## src/rtl/uart_transmitter.sv

```systemverilog
// uart_transmitter: 8-bit UART transmitter, 1 start bit, LSB-first data,
// optional even/odd parity bit, 1 stop bit.
//
// Parameters
//   CLKS_PER_BIT : clock cycles per serial bit (2..65535)
//   PARITY       : 0 none, 1 even, 2 odd
// Ports
//   clk       in   sole clock, rising edge
//   rst       in   synchronous active-high reset
//   tx_dv     in   byte-valid strobe, accepted only while idle
//   tx_data   in   byte to send, latched on accept
//   tx_serial out  serial line, idles high (registered)
//   tx_ready  out  high while idle, a new byte can be accepted (registered)
//   tx_active out  high while a frame is on the line (registered)
//   tx_done   out  one-cycle pulse on the first idle cycle after a frame (registered)
module uart_transmitter #(
  parameter int unsigned CLKS_PER_BIT = 8,
  parameter int unsigned PARITY       = 0
) (
  input  logic       clk,
  input  logic       rst,
  input  logic       tx_dv,
  input  logic [7:0] tx_data,
  output logic       tx_serial,
  output logic       tx_ready,
  output logic       tx_active,
  output logic       tx_done
);

  localparam int unsigned CNT_W = (CLKS_PER_BIT > 1) ? $clog2(CLKS_PER_BIT) : 1;
  localparam logic [CNT_W-1:0] CNT_LAST = CNT_W'(CLKS_PER_BIT - 1);

  typedef enum logic [2:0] {
    S_IDLE   = 3'd0,
    S_START  = 3'd1,
    S_DATA   = 3'd2,
    S_PARITY = 3'd3,
    S_STOP   = 3'd4
  } state_t;

  state_t           r_state;
  state_t           w_next_state;
  logic [CNT_W-1:0] r_clk_cnt;
  logic [CNT_W-1:0] w_clk_cnt_next;
  logic [2:0]       r_bit_idx;
  logic [2:0]       w_bit_idx_next;
  logic [7:0]       r_shift;
  logic [7:0]       w_shift_next;
  logic             r_parity;
  logic             w_parity_next;
  logic             r_tx_serial;
  logic             r_tx_ready;
  logic             r_tx_active;
  logic             r_tx_done;
  logic             w_tx_serial_next;
  logic             w_tx_ready_next;
  logic             w_tx_active_next;
  logic             w_tx_done_next;
  logic             w_bit_end;

  assign w_bit_end = (r_clk_cnt == CNT_LAST);

  // State register
  always_ff @(posedge clk) begin
    if (rst) begin
      r_state <= S_IDLE;
    end else begin
      r_state <= w_next_state;
    end
  end

  // Next-state logic
  always_comb begin
    w_next_state = r_state;
    case (r_state)
      S_IDLE:   if (tx_dv) w_next_state = S_START;
      S_START:  if (w_bit_end) w_next_state = S_DATA;
      S_DATA: begin
        if (w_bit_end && (r_bit_idx == 3'd7)) begin
          w_next_state = (PARITY != 0) ? S_PARITY : S_STOP;
        end
      end
      S_PARITY: if (w_bit_end) w_next_state = S_STOP;
      S_STOP:   if (w_bit_end) w_next_state = S_IDLE;
      default:  w_next_state = S_IDLE;
    endcase
  end

  // Datapath next values: bit-time counter, data bit index, shift register, parity
  always_comb begin
    w_clk_cnt_next = r_clk_cnt;
    w_bit_idx_next = r_bit_idx;
    w_shift_next   = r_shift;
    w_parity_next  = r_parity;
    if (r_state == S_IDLE) begin
      w_clk_cnt_next = '0;
      w_bit_idx_next = '0;
      if (tx_dv) begin
        w_shift_next  = tx_data;
        // Odd parity is the inverse of the even-parity XOR
        w_parity_next = (^tx_data) ^ (PARITY == 2);
      end
    end else if (w_bit_end) begin
      w_clk_cnt_next = '0;
      if (r_state == S_DATA) begin
        w_bit_idx_next = r_bit_idx + 3'd1;
        w_shift_next   = {1'b0, r_shift[7:1]};
      end
    end else begin
      w_clk_cnt_next = r_clk_cnt + CNT_W'(1);
    end
  end

  // Output logic: values computed from the upcoming state so the registered
  // outputs line up with the state they describe
  always_comb begin
    w_tx_serial_next = 1'b1;
    w_tx_ready_next  = (w_next_state == S_IDLE);
    w_tx_active_next = (w_next_state != S_IDLE);
    w_tx_done_next   = (r_state == S_STOP) && (w_next_state == S_IDLE);
    case (w_next_state)
      S_START:  w_tx_serial_next = 1'b0;
      S_DATA:   w_tx_serial_next = w_shift_next[0];
      S_PARITY: w_tx_serial_next = r_parity;
      default:  w_tx_serial_next = 1'b1;
    endcase
  end

  // Datapath and output registers
  always_ff @(posedge clk) begin
    if (rst) begin
      r_clk_cnt   <= '0;
      r_bit_idx   <= '0;
      r_shift     <= '0;
      r_parity    <= 1'b0;
      r_tx_serial <= 1'b1;
      r_tx_ready  <= 1'b1;
      r_tx_active <= 1'b0;
      r_tx_done   <= 1'b0;
    end else begin
      r_clk_cnt   <= w_clk_cnt_next;
      r_bit_idx   <= w_bit_idx_next;
      r_shift     <= w_shift_next;
      r_parity    <= w_parity_next;
      r_tx_serial <= w_tx_serial_next;
      r_tx_ready  <= w_tx_ready_next;
      r_tx_active <= w_tx_active_next;
      r_tx_done   <= w_tx_done_next;
    end
  end

  assign tx_serial = r_tx_serial;
  assign tx_ready  = r_tx_ready;
  assign tx_active = r_tx_active;
  assign tx_done   = r_tx_done;

endmodule

```

## config.mk

```make
export PLATFORM = sky130hd
export DESIGN_NAME = uart_transmitter
export DESIGN_NICKNAME = d
export VERILOG_FILES = /design/src/rtl/uart_transmitter.sv
export SDC_FILE = /design/constraint.sdc
export NUM_CORES = 1
export LEC_CHECK = 0
export BUFFER_PORTS_ARGS = -buffer_cell sky130_fd_sc_hd__buf_2
export CORE_MARGIN = 4
export CORE_UTILIZATION = 58
export DETAILED_ROUTE_END_ITERATION = 10
export PLACE_DENSITY = 0.88
export SKIP_LAST_GASP = 1
export SLEW_MARGIN = 40
export SYNTH_ARGS = -nofsm -noshare
export SYNTH_HDL_FRONTEND = slang
export SYNTH_SLANG_ARGS = --single-unit
```

## constraint.sdc

```tcl
create_clock -name clk -period 2.7 [get_ports clk]
set_input_delay 0.405 -clock clk [delete_from_list [all_inputs] [get_ports clk]]
set_output_delay 0.405 -clock clk [all_outputs]
set_load 0.02 [all_outputs]
```

==> results of run 1 <==
==> stage by stage <==
| step | util | setup WS, ns | total power [mW] | hold WS [ns] |
|---|---|---|---|---|
| after floorplan | - | 1.03 | 0.409 | 0.404 |
| after global placement | 0.681 | 0.839 | 0.431 | 0.414 |
| after detailed placement | 0.681 | 0.744 | 0.434 | 0.426 |
| after CTS | 0.714 | 0.735 | 0.686 | 0.364 |
| after global routing | 0.714 | 0.619 | 0.710 | 0.369 |
| final | 0.714 | 0.736 | 0.678 | 0.377 |
==> flip-flops by register name, summed over array words and instances, names as in the netlist <==
register,cells
r_shift,8
r_bit_idx,3
r_clk_cnt,3
r_state,3
r_parity,1
tx_active,1
tx_done,1
tx_ready,1
tx_serial,1
==> critical path, cell delays in order (launching register included) <==
cell	delay [ns]
dfxtp_1	0.35
ha_1	0.15
ha_1	0.33
nor4bb_4	0.48
or3b_1	0.19
nand4_1	0.09
a211o_1	0.30
==> final cells by class <==
type,instances,share of cell area
Multi-Input combinational cell,70,0.456
Sequential cell,22,0.396
Timing Repair Buffer,16,0.0764
Clock inverter,1,0.0270
Clock buffer,3,0.0202
Tap cell,16,0.0180
Inverter,2,0.00674
==> logic make-up after synthesis <==
| logic type | after synthesis | synth area share |
|---|---|---|
| flip-flops | 22 | 0.444 |
| buffers and inverters | 7 | 0.0429 |
| AO/OA/AOI/OAI | 22 | 0.163 |
| adder cells (fa/ha/maj) | 4 | 0.0505 |
| XOR/XNOR | 8 | 0.0707 |
| multiplexers | 2 | 0.0202 |
| AND/OR/NAND/NOR | 34 | 0.208 |
==> worst paths after layout <==
check | start | endpoint | slack, ns
hold / removal | tx_data[7] | r_shift[7]$_SDFFE_PP0P_ | 0.38
setup reg to reg | r_clk_cnt[0]$_SDFF_PP0_ | tx_serial$_SDFF_PP1_ | 0.74
hold reg to reg | r_clk_cnt[0]$_SDFF_PP0_ | r_clk_cnt[0]$_SDFF_PP0_ | 0.43
setup / recovery | r_clk_cnt[0]$_SDFF_PP0_ | tx_serial$_SDFF_PP1_ | 0.74
==> layer usage <==
metal	global-route usage	wire length, um	vias to the layer above
met5	0	0	-
met4	0.152	71	0
met3	0.0367	91	6
met2	0.283	919	21
met1	0.189	796	354
li1	-	-	376
==> cell usage in the layout (no fill, tap or decap), types with 3 or more instances in the layout <==
cell type | Yosys | layout
dfxtp_1 | 22 | 22
buf_2 | 1 | 14
nor2_1 | 11 | 11
xnor2_1 | 8 | 8
a22oi_1 | 8 | 8
nand2_1 | 7 | 7
a21oi_1 | 7 | 7
ha_1 | 4 | 4
nor2b_1 | 3 | 3
clkbuf_4 | 1 | 3
==> power by group through the flow <==
stage / combinational, mW / clock, mW / sequential, mW
after global routing: 0.0865 / 0.272 / 0.352
final: 0.0781 / 0.250 / 0.349
after CTS: 0.0789 / 0.257 / 0.349
after floorplan: 0.0501 / 0 / 0.359
after global placement: 0.0753 / 0 / 0.356
after detailed placement: 0.0780 / 0 / 0.356
==> impl_metrics.env, run 1 <==
export IMPL_clock_fmax_mhz=509
export IMPL_drv_cap=0
export IMPL_synthCells=99
export IMPL_outcome="finished, final reports clean"
export IMPL_worst_slew_pin_slew_ns=0.463
export IMPL_final_max_slew_viol_count=0
export IMPL_holdBufCountCts=0
export IMPL_yosysMostFrequentCell="dfxtp_1"
export IMPL_p_leak_nw=0.450
export IMPL_p_seq_frac=0.515
export IMPL_area_growth_synth_to_final_pct=12.4
export IMPL_place_hpwl_um=1350
export IMPL_synth_top_cell_area_share=0.444
export IMPL_grt_max_degree=17
export IMPL_post_cts_resized=0
export IMPL_synthArstFlopShare=0
export IMPL_wl_per_cell_um=14.5
export IMPL_vias=757
export IMPL_multi_input_area_um2=508
export IMPL_ios=15
export IMPL_fin_crit_sh=0.727
export IMPL_peakVddDrop_v=0.000550
export IMPL_netlist_cell_type_count=32
export IMPL_routed_wl_um=1880
export IMPL_cp_end_kind="flop"
export IMPL_yosysSeqAreaShare=0.444
export IMPL_h_tree_depth=1
export IMPL_cp_start_kind="flop"
export IMPL_drtPass1Iterations=4
export IMPL_diodes=0
export IMPL_antenna_found_initial=0
export IMPL_ys_seq_elements=22
export IMPL_hold_depth=3
export IMPL_finalHoldViolations=0
export IMPL_grt_usage=0.174
export IMPL_crit_path_max_fanout=9
export IMPL_place_gp_congestion=0.814
export IMPL_fin_worst_skew_ns=0.0148
export IMPL_place_area_um2=1060
export IMPL_nets=130
export IMPL_yosys_top_cells_area="dfxtp_1 (44%), xnor2_1 (7.1%), a22oi_1 (6.1%)"
export IMPL_synth_avg_cell_area_um2=10.0
export IMPL_numPlacedInstances=126
export IMPL_rsz0062_at_grt="false"
export IMPL_overflow=0
export IMPL_p_sw_uw=151
export IMPL_slew_headroom=0.691
export IMPL_powerDensity_nw_per_um2=609
export IMPL_synthTopCellsByCount="dfxtp_1 (22), nor2_1 (11), a22oi_1 (8), xnor2_1 (8)"
export IMPL_reg2reg_depth=6
export IMPL_post_cts_setup_buffers=0
export IMPL_fill_cells=115
export IMPL_tritoncts="yes"
export IMPL_clk_latency_ns=0.32
export IMPL_crit_required_ns=2.93
export IMPL_fin_crit_ns=1.96
export IMPL_numCtsBuffers=3
export IMPL_cts_buffer_depth=2
export IMPL_viasPerCell=5.82
export IMPL_stdcell_area_um2=1110
export IMPL_grt_first_pass_wirelength_um=3210
export IMPL_fp_dieH_um=49.3
export IMPL_report_final_setup_viol=0
export IMPL_root_buffer="clkbuf_4"
export IMPL_intPower_uw=526
export IMPL_cts_sinks=22
export IMPL_dieWidth_um=49.3
export IMPL_drt_iter0_markers=9
export IMPL_criticalPathCategory="reg -> reg"
export IMPL_synth_edf_count=0
export IMPL_hp_class="in -> reg"
export IMPL_drc=0
export IMPL_drive_gt1_frac=0.219
export IMPL_syn_cell_area_um2=991
export IMPL_core_um2=1560
export IMPL_synth_warnings=0
export IMPL_path_clk_slew_ns=0.13
export IMPL_synth_area_leader_cell="dfxtp_1"
export IMPL_arrival_ns=2.19
export IMPL_numPortBuffers=14
export IMPL_synthFlopType="dfxtp_1"
export IMPL_rows=14
export IMPL_ant_nets=0
export IMPL_setup_tns_ns=0
export IMPL_seqCellArea_um2=440
export IMPL_instances_no_fill=130
export IMPL_dieArea_um2=2430
export IMPL_initial_core_util=0.636
export IMPL_pwr_share_comb=0.115
export IMPL_syn_nets=114
export IMPL_grt_pass1_vias=783
export IMPL_pwr_share_clk=0.369
export IMPL_swShare=0.223
No activity file was read; power rests on OpenSTA's default activity.
==> run 2, diff against run 1 <==
--- a/config.mk
+++ b/config.mk
@@ -7,9 +7,9 @@
 export LEC_CHECK = 0
 export BUFFER_PORTS_ARGS = -buffer_cell sky130_fd_sc_hd__buf_2
 export CORE_MARGIN = 4
-export CORE_UTILIZATION = 58
+export CORE_UTILIZATION = 48
 export DETAILED_ROUTE_END_ITERATION = 10
-export PLACE_DENSITY = 0.88
+export PLACE_DENSITY = 0.79
 export SKIP_LAST_GASP = 1
 export SLEW_MARGIN = 40
 export SYNTH_ARGS = -nofsm -noshare
==> constraint.sdc (replaced) <==
create_clock -name clk -period 1.8 [get_ports clk]
set_input_delay 0.27 -clock clk [delete_from_list [all_inputs] [get_ports clk]]
set_output_delay 0.27 -clock clk [all_outputs]
set_load 0.02 [all_outputs]
==> impl_metrics.env, run 2 (synthesis results as in run 1) <==
export IMPL_ant_nets=0
export IMPL_intPower_uw=790
export IMPL_holdBufCountCts=0
export IMPL_viasPerCell=5.41
export IMPL_drive_gt1_frac=0.243
export IMPL_grt_first_pass_wirelength_um=2960
export IMPL_core_um2=1960
export IMPL_wl_per_cell_um=12.1
export IMPL_crit_required_ns=2.01
export IMPL_cts_buffer_depth=2
export IMPL_fin_crit_ns=1.71
export IMPL_drv_cap=0
export IMPL_grt_usage=0.145
export IMPL_holdWs_ns=0.247
export IMPL_post_cts_resized=0
export IMPL_final_max_slew_viol_count=0
export IMPL_dieArea_um2=2860
export IMPL_ios=15
export IMPL_instances_no_fill=142
export IMPL_peakVddDrop_v=0.000560
export IMPL_fin_worst_skew_ns=0.00617
export IMPL_finalHoldViolations=0
export IMPL_drc=0
export IMPL_root_buffer="clkbuf_4"
export IMPL_post_cts_setup_buffers=0
export IMPL_largest_register="r_shift"
export IMPL_grt_max_degree=17
export IMPL_p_seq_frac=0.516
export IMPL_worst_slew_pin_slew_ns=0.482
export IMPL_antenna_found_initial=0
export IMPL_cp_slowest_cell="dfxtp_2"
export IMPL_routed_wl_um=1720
export IMPL_rsz0062_at_grt="true"
export IMPL_swShare=0.222
export IMPL_fin_ws_ns=0.0869
export IMPL_numPortBuffers=14
export IMPL_outcome="finished, final reports clean"
export IMPL_mostFrequentLayoutCell="dfxtp_1"
export IMPL_clock_fmax_mhz=584
export IMPL_pwr_share_comb=0.115
export IMPL_p_leak_nw=0.462
export IMPL_fin_crit_sh=0.952
export IMPL_setup_tns_ns=0
export IMPL_powerDensity_nw_per_um2=886
export IMPL_h_tree_depth=1
export IMPL_pwr_share_clk=0.369
export IMPL_utilization=0.584
export IMPL_slew_headroom=0.678
export IMPL_cts_sinks=22
export IMPL_numCtsBuffers=3
export IMPL_criticalPathCategory="reg -> reg"
export IMPL_numPlacedInstances=138
export IMPL_initial_core_util=0.505
export IMPL_place_hpwl_um=1310
export IMPL_crit_top_cell="ha_1"
export IMPL_vias=768
export IMPL_area_growth_synth_to_final_pct=15.7
export IMPL_report_final_setup_viol=0
export IMPL_diodes=0
export IMPL_cp_end_kind="flop"
export IMPL_grt_pass1_vias=704
export IMPL_hp_class="in -> reg"
export IMPL_crit_path_max_fanout=8
export IMPL_rows=16
export IMPL_max_stage_delay_ns=0.34
export IMPL_drt_iter0_markers=7
export IMPL_final_cell_mix="dfxtp_1 (21), buf_2 (14), nor2_1 (11)"
export IMPL_path_cells="ha_1, ha_1, buf_4, a32o_1, a21o_1, a211o_1"
export IMPL_clk_latency_ns=0.30
export IMPL_dieWidth_um=53.4
export IMPL_place_gp_congestion=0.747
export IMPL_drtPass1Iterations=4
export IMPL_arrival_ns=1.92
export IMPL_nets=131
export IMPL_p_sw_uw=225
export IMPL_cp_start_kind="flop"
export IMPL_overflow=0
export IMPL_place_ws_ns=0.0577
export IMPL_largest_register_ffs=8
export IMPL_fp_dieH_um=53.4
export IMPL_path_clk_slew_ns=0.13
export IMPL_tritoncts="yes"
## run 2: power by group through the flow
| stage | logic (mW) | clock network (mW) | registers, mW |
|---|---|---|---|
| floorplan | 0.0752 | 0 | 0.538 |
| global placement | 0.113 | 0 | 0.534 |
| detailed placement | 0.116 | 0 | 0.535 |
| CTS | 0.117 | 0.383 | 0.524 |
| global route | 0.130 | 0.404 | 0.527 |
| finish | 0.117 | 0.374 | 0.524 |
## run 2: critical path, delay by kind of cell, from the launching register on
family          cells  cell delay, ns
compound gates      3            0.71
fa+ha+maj           2            0.40
flops               1            0.34
buf+inv             1            0.17
## run 2: path summary, 6_finish.rpt
| path | start | to | slack, ns | cells after the start |
|---|---|---|---|---|
| worst min-delay path | tx_data[7] | r_shift[7]$_SDFFE_PP0P_ | 0.25 | 3 |
| worst max-delay path | r_clk_cnt[0]$_SDFF_PP0_ | tx_serial$_SDFF_PP1_ | 0.09 | 6 |
| worst max register to register | r_clk_cnt[0]$_SDFF_PP0_ | tx_serial$_SDFF_PP1_ | 0.09 | 6 |
| worst min register to register | r_clk_cnt[0]$_SDFF_PP0_ | r_clk_cnt[0]$_SDFF_PP0_ | 0.41 | 1 |
## run 2: area by class of cell
type                            count  area, um2
Tap cell                           27       33.8
Timing Repair Buffer               17       92.6
Clock buffer                        3       22.5
Sequential cell                    22        442
Inverter                            2       7.51
Multi-Input combinational cell     70        518
Clock inverter                      1       30.0
Fill cell                         180        816
## run 2: layer usage
layer / global-route usage / share of wire / vias up
li1: - / - / 386
met2: 0.247 / 0.48 / 20
met5: 0 / 0 / -
met1: 0.171 / 0.46 / 360
met4: 0.0766 / 0.010 / 0
met3: 0.0254 / 0.056 / 2
## run 2: through the flow
stage,power [mW],area (um2)
final,1.01,1150
after global routing,1.06,1150
after CTS,1.02,1130
after detailed placement,0.651,1080
after floorplan,0.614,991
after global placement,0.646,1080
